## config.mk

```make
export PLATFORM = sky130hd
export DESIGN_NAME = bf16_round_rne
export DESIGN_NICKNAME = d
export VERILOG_FILES = /design/src/rtl/fp_pkg.sv /design/src/rtl/bf16_round_rne.sv
export SDC_FILE = /design/constraint.sdc
export NUM_CORES = 1
export LEC_CHECK = 0
export CORE_AREA = 4 4 41 43
export DETAILED_ROUTE_END_ITERATION = 16
export DIE_AREA = 0 0 45 47
export DONT_BUFFER_PORTS = 1
export PLACE_DENSITY = 0.77
export REMOVE_ABC_BUFFERS = 1
export SLEW_MARGIN = 20
export SYNTH_ARGS = -nofsm -noshare
export SYNTH_HDL_FRONTEND = slang
export SYNTH_SLANG_ARGS = --single-unit
```

## constraint.sdc

```tcl
create_clock -name vclk -period 2.3
set_clock_uncertainty 0.2 [all_clocks]
set_input_delay 0.115 -clock vclk [all_inputs]
set_output_delay 0.115 -clock vclk [all_outputs]
set_load 0.02 [all_outputs]
```

## src/rtl/fp_pkg.sv

```systemverilog
// Shared fp32/bf16 field widths, canonical NaNs and narrowing flags.
// Used by bf16_round_rne and bf16_narrow.
package fp_pkg;

   localparam int FP32_W     = 32;
   localparam int FP32_EXP_W = 8;
   localparam int FP32_MAN_W = 23;
   localparam int BF16_W     = 16;
   localparam int BF16_EXP_W = 8;
   localparam int BF16_MAN_W = 7;

   localparam logic [BF16_W-1:0] BF16_QNAN = 16'h7FFF;
   localparam logic [FP32_W-1:0] FP32_QNAN = 32'h7FFFFFFF;

   typedef struct packed {
      logic nan;
      logic overflow;
      logic flush;
      logic inexact;
   } narrow_flags_t;

endpackage

```

## src/rtl/bf16_round_rne.sv

```systemverilog
// Combinational fp32 -> bf16 classify and round-to-nearest-even.
// Specials follow the multiplier: canonical NaN, denormals flushed.
module bf16_round_rne
   import fp_pkg::*;
(
   input  logic [FP32_W-1:0] i_data,
   output logic [BF16_W-1:0] o_data,
   output narrow_flags_t     o_flags
);

   logic                  w_sign;
   logic [FP32_EXP_W-1:0] w_exp;
   logic [FP32_MAN_W-1:0] w_man;
   logic                  w_man_nz;
   logic                  w_is_nan;
   logic                  w_is_inf;
   logic                  w_is_zero;
   logic                  w_is_den;
   logic                  w_lsb;
   logic                  w_guard;
   logic                  w_sticky;
   logic                  w_up;
   logic [BF16_W-1:0]     w_rnd;

   assign w_sign    = i_data[31];
   assign w_exp     = i_data[30:23];
   assign w_man     = i_data[22:0];
   assign w_man_nz  = |w_man;
   assign w_is_nan  = (w_exp == 8'hFF) && w_man_nz;
   assign w_is_inf  = (w_exp == 8'hFF) && !w_man_nz;
   assign w_is_zero = (w_exp == 8'h00) && !w_man_nz;
   assign w_is_den  = (w_exp == 8'h00) && w_man_nz;

   assign w_lsb    = i_data[16];
   assign w_guard  = i_data[15];
   assign w_sticky = |i_data[14:0];
   assign w_up     = w_guard & (w_sticky | w_lsb);

   // mantissa carry ripples into the exponent; exp<=254 keeps sign safe
   assign w_rnd = i_data[31:16] + {15'd0, w_up};

   // pick the result class; the four special classes are disjoint
   always_comb begin
      o_data  = w_rnd;
      o_flags = '0;
      unique case (1'b1)
         w_is_nan: begin
            o_data      = BF16_QNAN;
            o_flags.nan = 1'b1;
         end
         w_is_inf: begin
            o_data = {w_sign, 8'hFF, 7'h00};
         end
         w_is_zero: begin
            o_data = {w_sign, 15'h0000};
         end
         w_is_den: begin
            o_data        = {w_sign, 15'h0000};
            o_flags.flush = 1'b1;
         end
         default: begin
            o_flags.inexact  = w_guard | w_sticky;
            o_flags.overflow = (w_rnd[14:7] == 8'hFF);
         end
      endcase
   end

endmodule

```

# [Word-level counts from Yosys, hierarchy flattened]
# Index checks and enable logic that the tools add are counted.
[totals] ff_bits=0 input_bits=32 elab_cells=21
[classes] reduce_logical=10 muxes=5 n_bitwise=3 add_sub_neg=1 n_eq_ne=2
[ops] cell="16-bit one-hot mux with 3 select lines" n=1
[ops] cell="23-bit OR reduction" n=1
[ops] cell="16-bit by 1-bit adder with 16-bit output" n=1
[ops] cell="8-bit equality test (second input constant)" n=2
[ops] cell="15-bit OR reduction" n=1
[ops] cell="8-bit zero test" n=1
[ops] cell="1-bit logical AND" n=4
[ops] cell="1-bit two-way mux" n=4
[ops] cell="4-bit OR reduction" n=1
[ops] cell="1-bit OR" n=2
[ops] cell="2-bit OR reduction" n=1
[ops] cell="1-bit bitwise AND" n=1
[ops] cell="1-bit zero test" n=1

# [Longest topological paths before layout]
# Gate-level depths: netlist of the first run.
[depth] word_depth=6 depth_mapped=8 depth_no_buf=7

# [Worst setup path after synthesis of the first run]
# No wires, ideal clock.
[synth_timing] path_kind="input to output" startpoint="input i_data[16]" endpoint="output o_flags[2] (netlist name)" required_ns=1.985 t_arrival_ns=1.432 n_path_buf=0 path_slack_ns=0.553 cell_stages=7 cell_sequence="and2_1 ha_1 nand4_2 nor3b_1 a31o_1 a41oi_1 a211oi_2"
[synth_rtl] item="from (decl)" line_no="bf16_round_rne.sv:6" source="input logic [FP32_W-1:0] i_data,"
[synth_rtl] item="to (decl)" line_no="bf16_round_rne.sv:8" source="output narrow_flags_t o_flags"

==> results.ini, run 1 <==
[detailed_routing]
routedWlPerCell_um = 15.98
first_iter_violations = 19
viasPerCell = 6.589
wl_um = 1790
drt_pass1_iterations = 4
route.detailed.drc = 0
vias = 738
ant_nets = 0

[sta]
setup_violations = 0
fin_setup_tns_ns = 0
finalWorstPathRequiredPeriod_ns = 1.898
hold_slack_ns = 0.2121
worst_pin_slew_ns = 0.4594
timing.fmax_ghz = 0.5268
grt_setup_unrepaired = no
slew_violations = 0
fin_ws_ns = 0.4016
hold_viol_final = 0
timing.slew.headroom_pct = 69.47
period_share_pct = 82.54

[worst_setup_path]
path_class = primary input to output port
cp-end-kind = output port
slowest_stage = a211oi_2
worst-path-buf-inv = 0
crit_family = compound AO/OA/AOI/OAI gates
cp-start-kind = primary input
cp.required_ns = 1.99
crit_fanout = 7
cp_cell_sequence = and2_1 -> ha_1 -> nand4_2 -> nor3b_1 -> a31o_1 -> a41oi_1 -> a211oi_2
crit_path_max_incr_delay_ns = 0.44
critPathArrivalTime_ns = 1.58

[power]
p_sw_uw = 48.23
p_seq_share_pct = 0
p_comb_share_pct = 100.0
vdd_drop_max_mv = 0.06096
p_sw_share_pct = 65.00
pwr_density_cell_nw_per_um2 = 117.9
clkPwrFrac_pct = 0
internal-power_uw = 25.96
p_leak_nw = 0.2481

[global_route]
grt_max_degree = 12
overflow = 0
grt_pass1_vias = 679
antenna_found_initial = 0
grt_pass1_wl_um = 2746
grt_use_total_pct = 16.21

[layout]
nets = 132
drive_gt1_share_pct = 11.34
seq_cell_count = 0
area_growth_pct = -6.157
nClkBuffers = 0
seqCellArea_um2 = 0
final.fill_count = 151
final_common_cell = nand2_1
layout_common_cells = nand2_1, nor2_1, nor4_1, xor2_1, o21ai_1
antenna_cells = 0

[clock_tree]
post_cts_buffers = 0
cts_hold_buf = 0
post_cts_resize_count = 0

[synthesis]
ys_types = 35
netlist_area_um2 = 670.6
synth_area_per_cell_um2 = 6.448
ys_seq_area_share_pct = 0
synth_warnings = 0
syn_inst = 104

[floorplanning]
die_w_um = 45
rows = 13
design.core.area_um2 = 1301
start_util_pct = 51.54
dieArea_um2 = 2115
ioPinCount = 52
die_y_um = 47

[hold_path]
hold_path.class = primary input to output port

[placement]
dp_slack_ns = 0.3831
dpl.hpwl_um = 1516
io_buffers = 0
finalWeightedCongestion = 0.8454

[run]
drv_cap = 0

[outcome]
status = finished clean

[cells in the mapped netlist, drive strengths merged, types with 2 or more instances]
| cell | count | share of area, % |
|---|---|---|
| nand3b | 2 | 2.2 |
| nand2 | 20 | 11 |
| o21ai | 8 | 6.0 |
| and3 | 4 | 4.5 |
| nor3 | 5 | 4.5 |
| buf | 7 | 9.0 |
| nor2 | 10 | 6.3 |
| nor4 | 8 | 9.3 |
| inv | 3 | 1.7 |
| xor2 | 6 | 7.8 |
| a41oi | 2 | 2.6 |
| nand3 | 3 | 2.2 |
| xnor2 | 4 | 5.2 |
| and2 | 3 | 3.2 |
| nand4 | 5 | 7.5 |
| nor2b | 2 | 1.9 |
| nor3b | 2 | 2.2 |
[area by class of cell]
cell class	count	area, um2	share of cell area (%)
Inverter	3	11.26	1.789
Multi-Input combinational cell	94	599.3	95.23
Tap cell	15	18.77	2.982
[metrics by stage]
step           util, %  power, mW  instances  instance area [um2]
6_report         48.37    0.07419        112                629.4
5_1_grt          48.37    0.08058        112                629.4
4_1_cts          48.37    0.07478        112                629.4
3_5_place_dp     48.37    0.07469        112                629.4
3_3_place_gp     48.37    0.07378        112                629.4
2_1_floorplan        -    0.06832         97                610.6
[worst paths after layout]
path	startpoint	end	cells past startpoint
max	i_data[16]	o_flags[2]	7
min	i_data[30]	o_flags[2]	2
[power groups by stage]
stage | registers, mW | clock network, mW | logic (mW)
floorplan | 0 | 0 | 0.0683
global placement | 0 | 0 | 0.0738
detailed placement | 0 | 0 | 0.0747
CTS | 0 | 0 | 0.0748
global route | 0 | 0 | 0.0806
finish | 0 | 0 | 0.0742
[logic make-up (layout without fill, tap and decap cells)]
kind of cell	after synthesis	in the layout	synth area share (%)
and+or+nand+nor	66	66	56.90
AOI/OAI and AO/OA	17	17	17.54
adders and majority gates	1	1	1.865
buffers and inverters	10	3	10.63
xor gates and xnor gates	10	10	13.06
[per-layer routing]
metal	global-route usage, %	vias to the layer above	wire length, um
li1	-	362	-
met1	20.22	350	729
met2	32.20	26	974
met3	0.7663	0	86
met4	0	0	0
met5	0	-	0
Note: power is estimated with default switching activity, not from simulation.
==> run 2: changes to the inputs <==
Clock period 2.3 ns to 1.8 ns, I/O delays scaled along.
==> results.ini, run 2 (synthesis gave the netlist of run 1 again) <==
[sta]
grt_setup_unrepaired = no
setup_violations = 0  ; unchanged
slew_violations = 0  ; unchanged
hold_viol_final = 0  ; unchanged
timing.slew.headroom_pct = 70.10  ; +0.63 points
worst_pin_slew_ns = 0.4500  ; -0.009409 ns
fin_setup_tns_ns = 0  ; unchanged
period_share_pct = 96.88
timing.fmax_ghz = 0.5734
finalWorstPathRequiredPeriod_ns = 1.744

[power]
vdd_drop_max_mv = 0.09469  ; +55%
p_comb_share_pct = 100.0  ; about the same
internal-power_uw = 35.74  ; +38%
p_sw_share_pct = 63.77  ; -1.2 points
clkPwrFrac_pct = 0  ; unchanged
p_leak_nw = 0.2636  ; +6.2%
p_seq_share_pct = 0  ; unchanged
total_power_uw = 98.66  ; +33%
pwr_density_cell_nw_per_um2 = 144.2  ; +22%
p_sw_uw = 62.92  ; +30%

[global_route]
antenna_found_initial = 0  ; unchanged
grt_pass1_wl_um = 2856  ; +4.0%
grt_use_total_pct = 16.84  ; +0.63 points
grt_max_degree = 9  ; -3
grt_pass1_vias = 694  ; +2.2%
overflow = 0  ; unchanged

[worst_setup_path]
critPathArrivalTime_ns = 1.45  ; -0.13 ns
cp.required_ns = 1.51  ; -0.48 ns
crit_fanout = 7  ; unchanged
cp-end-kind = output port
path_class = primary input to output port
cp-start-kind = primary input

[floorplanning]
dieArea_um2 = 2115  ; unchanged
ioPinCount = 52  ; unchanged
start_util_pct = 51.54  ; unchanged
rows = 13  ; unchanged
design.core.area_um2 = 1301  ; unchanged
die_y_um = 47  ; unchanged
die_w_um = 45  ; unchanged

[layout]
antenna_cells = 0  ; unchanged
drive_gt1_share_pct = 18.81  ; +7.5 points
seqCellArea_um2 = 0  ; unchanged
area_growth_pct = 2.052
layout_common_cells = nand2_1, nor2_1, xor2_1, o21ai_1, nor4_1
final.fill_count = 139  ; -7.9%
nClkBuffers = 0  ; unchanged
final_area_um2 = 684.4  ; +8.7%
seq_cell_count = 0  ; unchanged
final_common_cell = nand2_1
multi_input_area_um2 = 624.3  ; +4.2%
nets = 136  ; +3.0%

[detailed_routing]
wl_um = 1871  ; +4.5%
routedWlPerCell_um = 16.13  ; +0.92%
route.detailed.drc = 0  ; unchanged
viasPerCell = 6.388  ; -3.1%
first_iter_violations = 21  ; +2
vias = 741  ; +0.41%
drt_pass1_iterations = 4  ; unchanged
ant_nets = 0  ; unchanged

[placement]
dpl.hpwl_um = 1551  ; +2.3%
finalWeightedCongestion = 0.8513  ; +0.70%
io_buffers = 0  ; unchanged
dpl_cell_area_um2 = 659.4  ; +4.8%

[clock_tree]
post_cts_buffers = 0  ; unchanged
cts_hold_buf = 0  ; unchanged

[run]
drv_cap = 0  ; unchanged

[hold_path]
hold_path.class = primary input to output port
min_delay_path_depth = 1  ; -1

[outcome]
status = finished clean

run 2: critical path, cell delays in order:
cell,delay (ns)
and2_1,0.11
ha_2,0.22
nand4_4,0.16
nor3b_2,0.21
a31o_1,0.12
a41oi_1,0.14
a211oi_2,0.22
buf_4,0.17
run 2: metal layers:
layer	wire length, um	part of all wire [%]	global-route usage (%)
met5	0	0	0
met4	0	0	2.339
met3	138	7.4	0.7663
met2	1021	55	32.49
met1	711	38	20.90
run 2: final timing paths:
check | start | end | slack [ns]
max | i_data[16] | o_flags[2] | 0.06
min | i_data[31] | o_data[15] | 0.17
run 2: area by class of cell:
| class | instances | share of cell area [%] |
|---|---|---|
| multi-input cells | 94 | 91.22 |
| repair buffers | 4 | 4.388 |
| inverters | 3 | 1.645 |
| well taps | 15 | 2.742 |
run 2: repair_timing:
item,CTS,global route
setup endpoints to repair,1,2
hold endpoints to repair,0,0
pin swaps,0,0
gates resized for setup,1,4
run 2: stage by stage:
stage | cells | utilization [%] | worst slack [ns] | hold slack (ns)
floorplan | 97 | - | 0.1031 | 0.1349
global placement | 116 | 50.67 | 0.07032 | 0.1645
detailed placement | 116 | 50.67 | -0.03196 | 0.1672
CTS | 116 | 51.35 | 0.006426 | 0.1672
global route | 116 | 52.60 | 0.0006555 | 0.1715
finish | 116 | 52.60 | 0.05615 | 0.1654
run 2: power groups by stage:
stage	Clock [mW]	Sequential, mW	Combinational [mW]
floorplan	0	0	0.0873
global route	0	0	0.106
global placement	0	0	0.0963
finish	0	0	0.0987
CTS	0	0	0.0982
detailed placement	0	0	0.0974
==> run 3: changes to the inputs <==
--- a/config.mk
+++ b/config.mk
@@ -7,7 +7,9 @@
 export LEC_CHECK = 0
-export CORE_AREA = 4 4 41 43
+export CELL_PAD_IN_SITES_DETAIL_PLACEMENT = 0
+export CELL_PAD_IN_SITES_GLOBAL_PLACEMENT = 1
+export CORE_MARGIN = 4
+export CORE_UTILIZATION = 43
 export DETAILED_ROUTE_END_ITERATION = 16
-export DIE_AREA = 0 0 45 47
 export DONT_BUFFER_PORTS = 1
-export PLACE_DENSITY = 0.77
+export PLACE_DENSITY = 0.95
 export REMOVE_ABC_BUFFERS = 1
--- a/constraint.sdc
+++ b/constraint.sdc
@@ -4,2 +4,2 @@
 set_output_delay 0.09 -clock vclk [all_outputs]
-set_load 0.02 [all_outputs]
+set_load 0.05 [all_outputs]
==> results.ini, run 3 (synthesis gave the netlist of run 1 again) <==
[global_route]
overflow = 0  ; unchanged
antenna_found_initial = 0  ; unchanged
grt_use_total_pct = 16.86  ; +0.020 points
grt_pass1_vias = 720  ; +3.7%
grt_pass1_wl_um = 2953  ; +3.4%
grt_max_degree = 9  ; unchanged

[sta]
setup_violations = 0  ; unchanged
slew_violations = 0  ; unchanged
fin_setup_tns_ns = 0  ; unchanged
finalWorstPathRequiredPeriod_ns = 1.700  ; -0.04409 ns
timing.slew.headroom_pct = 66.60  ; -3.5 points
worst_pin_slew_ns = 0.5009  ; +0.05092 ns
period_share_pct = 94.43  ; -2.4 points
hold_viol_final = 0  ; unchanged
timing.fmax_ghz = 0.5883  ; +2.6%
grt_setup_unrepaired = no

[clock_tree]
post_cts_buffers = 0  ; unchanged
cts_hold_buf = 0  ; unchanged

[worst_setup_path]
crit_fanout = 7  ; unchanged
crit_end = o_flags[2]
crit_family = simple AND/OR/NAND/NOR gates
path_class = primary input to output port
cp-start-kind = primary input
cp.required_ns = 1.51  ; about the same
cp-startpoint = i_data[16]
crit_cells = 8  ; unchanged
cp_cell_sequence = and2_1 -> ha_2 -> nand4_4 -> nor3b_2 -> a31o_1 -> a41oi_1 -> a211oi_2 -> buf_6
cp-end-kind = output port
worst-path-buf-inv = 1  ; unchanged
critPathArrivalTime_ns = 1.41  ; -0.04 ns
slowest_stage = nor3b_2
crit_path_max_incr_delay_ns = 0.21  ; about the same

[detailed_routing]
first_iter_violations = 13  ; -38%
viasPerCell = 6.183  ; -3.2%
vias = 810  ; +9.3%
ant_nets = 0  ; unchanged
routedWlPerCell_um = 14.57  ; -9.7%
route.detailed.drc = 0  ; unchanged
drt_pass1_iterations = 4  ; unchanged
wl_um = 1909  ; +2.0%

[power]
pwr_density_cell_nw_per_um2 = 229.5  ; +59%
vdd_drop_max_mv = 0.1060  ; +12%
total_power_uw = 195.0  ; +98%
p_leak_nw = 0.3562  ; +35%

[layout]
nets = 151  ; +11%
area_growth_pct = 26.68
seq_cell_count = 0  ; unchanged
seqCellArea_um2 = 0  ; unchanged
nClkBuffers = 0  ; unchanged
instances_no_fill = 131  ; +13%
finish.utilization_pct = 61.45  ; +8.9 points
layout_common_cells = nand2_1, buf_4, nor2_1
antenna_cells = 0  ; unchanged
final_common_cell = nand2_1
drive_gt1_share_pct = 30.17  ; +11 points

[placement]
io_buffers = 0  ; unchanged
finalWeightedCongestion = 0.8628  ; +1.4%
dpl.hpwl_um = 1569  ; +1.2%
post-place-cells = 131  ; +13%

[floorplanning]
dieArea_um2 = 2255  ; +6.6%
die_y_um = 47.49  ; +1.0%
ioPinCount = 52  ; unchanged
die_w_um = 47.49  ; +5.5%
design.core.area_um2 = 1383  ; +6.3%
rows = 13  ; unchanged
start_util_pct = 48.51  ; -3.0 points

[hold_path]
hold_path.class = primary input to output port

[outcome]
status = finished clean

[run]
drv_cap = 0  ; unchanged

-- run 3: changes by cell type in the layout (fill, tap and decap cells not counted), sizes merged --
cell,before,now
buf,4,19
-- run 3: layout make-up --
type,count,area [um2]
Multi-Input combinational cell,94,635.6
Fill cell,120,533.0
Timing Repair Buffer,19,183.9
Tap cell,15,18.77
Inverter,3,11.26
-- run 3: worst min-delay path by stage --
stage | from | endpoint | slack [ns] | cells past startpoint
floorplan | i_data[30] | o_flags[2] | 0.18 | 2
global route | i_data[30] | o_data[14] | 0.28 | 2
detailed placement | i_data[30] | o_data[14] | 0.25 | 2
finish | i_data[30] | o_data[14] | 0.26 | 2
CTS | i_data[30] | o_data[14] | 0.26 | 2
global placement | i_data[30] | o_data[14] | 0.25 | 2
-- run 3: report_power, final --
| group | internal (mW) | total (mW) | switching [mW] |
|---|---|---|---|
| Combinational | 0.0685 | 0.195 | 0.126 |
| Clock | 0 | 0 | 0 |
| Sequential | 0 | 0 | 0 |
| Total | 0.0685 | 0.195 | 0.126 |
-- run 3: through the flow --
| stage | worst slack [ns] | hold slack, ns | cell area, um2 |
|---|---|---|---|
| floorplan | -0.2413 | 0.1843 | 610.6 |
| global placement | 0.05671 | 0.2543 | 809.5 |
| detailed placement | -0.05926 | 0.2526 | 809.5 |
| CTS | 0.03054 | 0.2568 | 827.0 |
| global route | 0.009729 | 0.2773 | 849.6 |
| finish | 0.1002 | 0.2552 | 849.6 |
-- run 3: routing by layer --
metal  vias to the layer above  track usage [%]  share of wire, %
li1                        396                -                 -
met1                       371            22.89                41
met2                        43            28.34                50
met3                         0            1.880               8.5
met4                         0            3.867                 0
met5                         -                0                 0
-- run 3: what timing repair did --
action / in CTS / in global routing
endpoints found under the setup margin: 1 / 3
pin swaps: 0 / 3
cloned: 0 / 0
gates resized for setup: 3 / 5
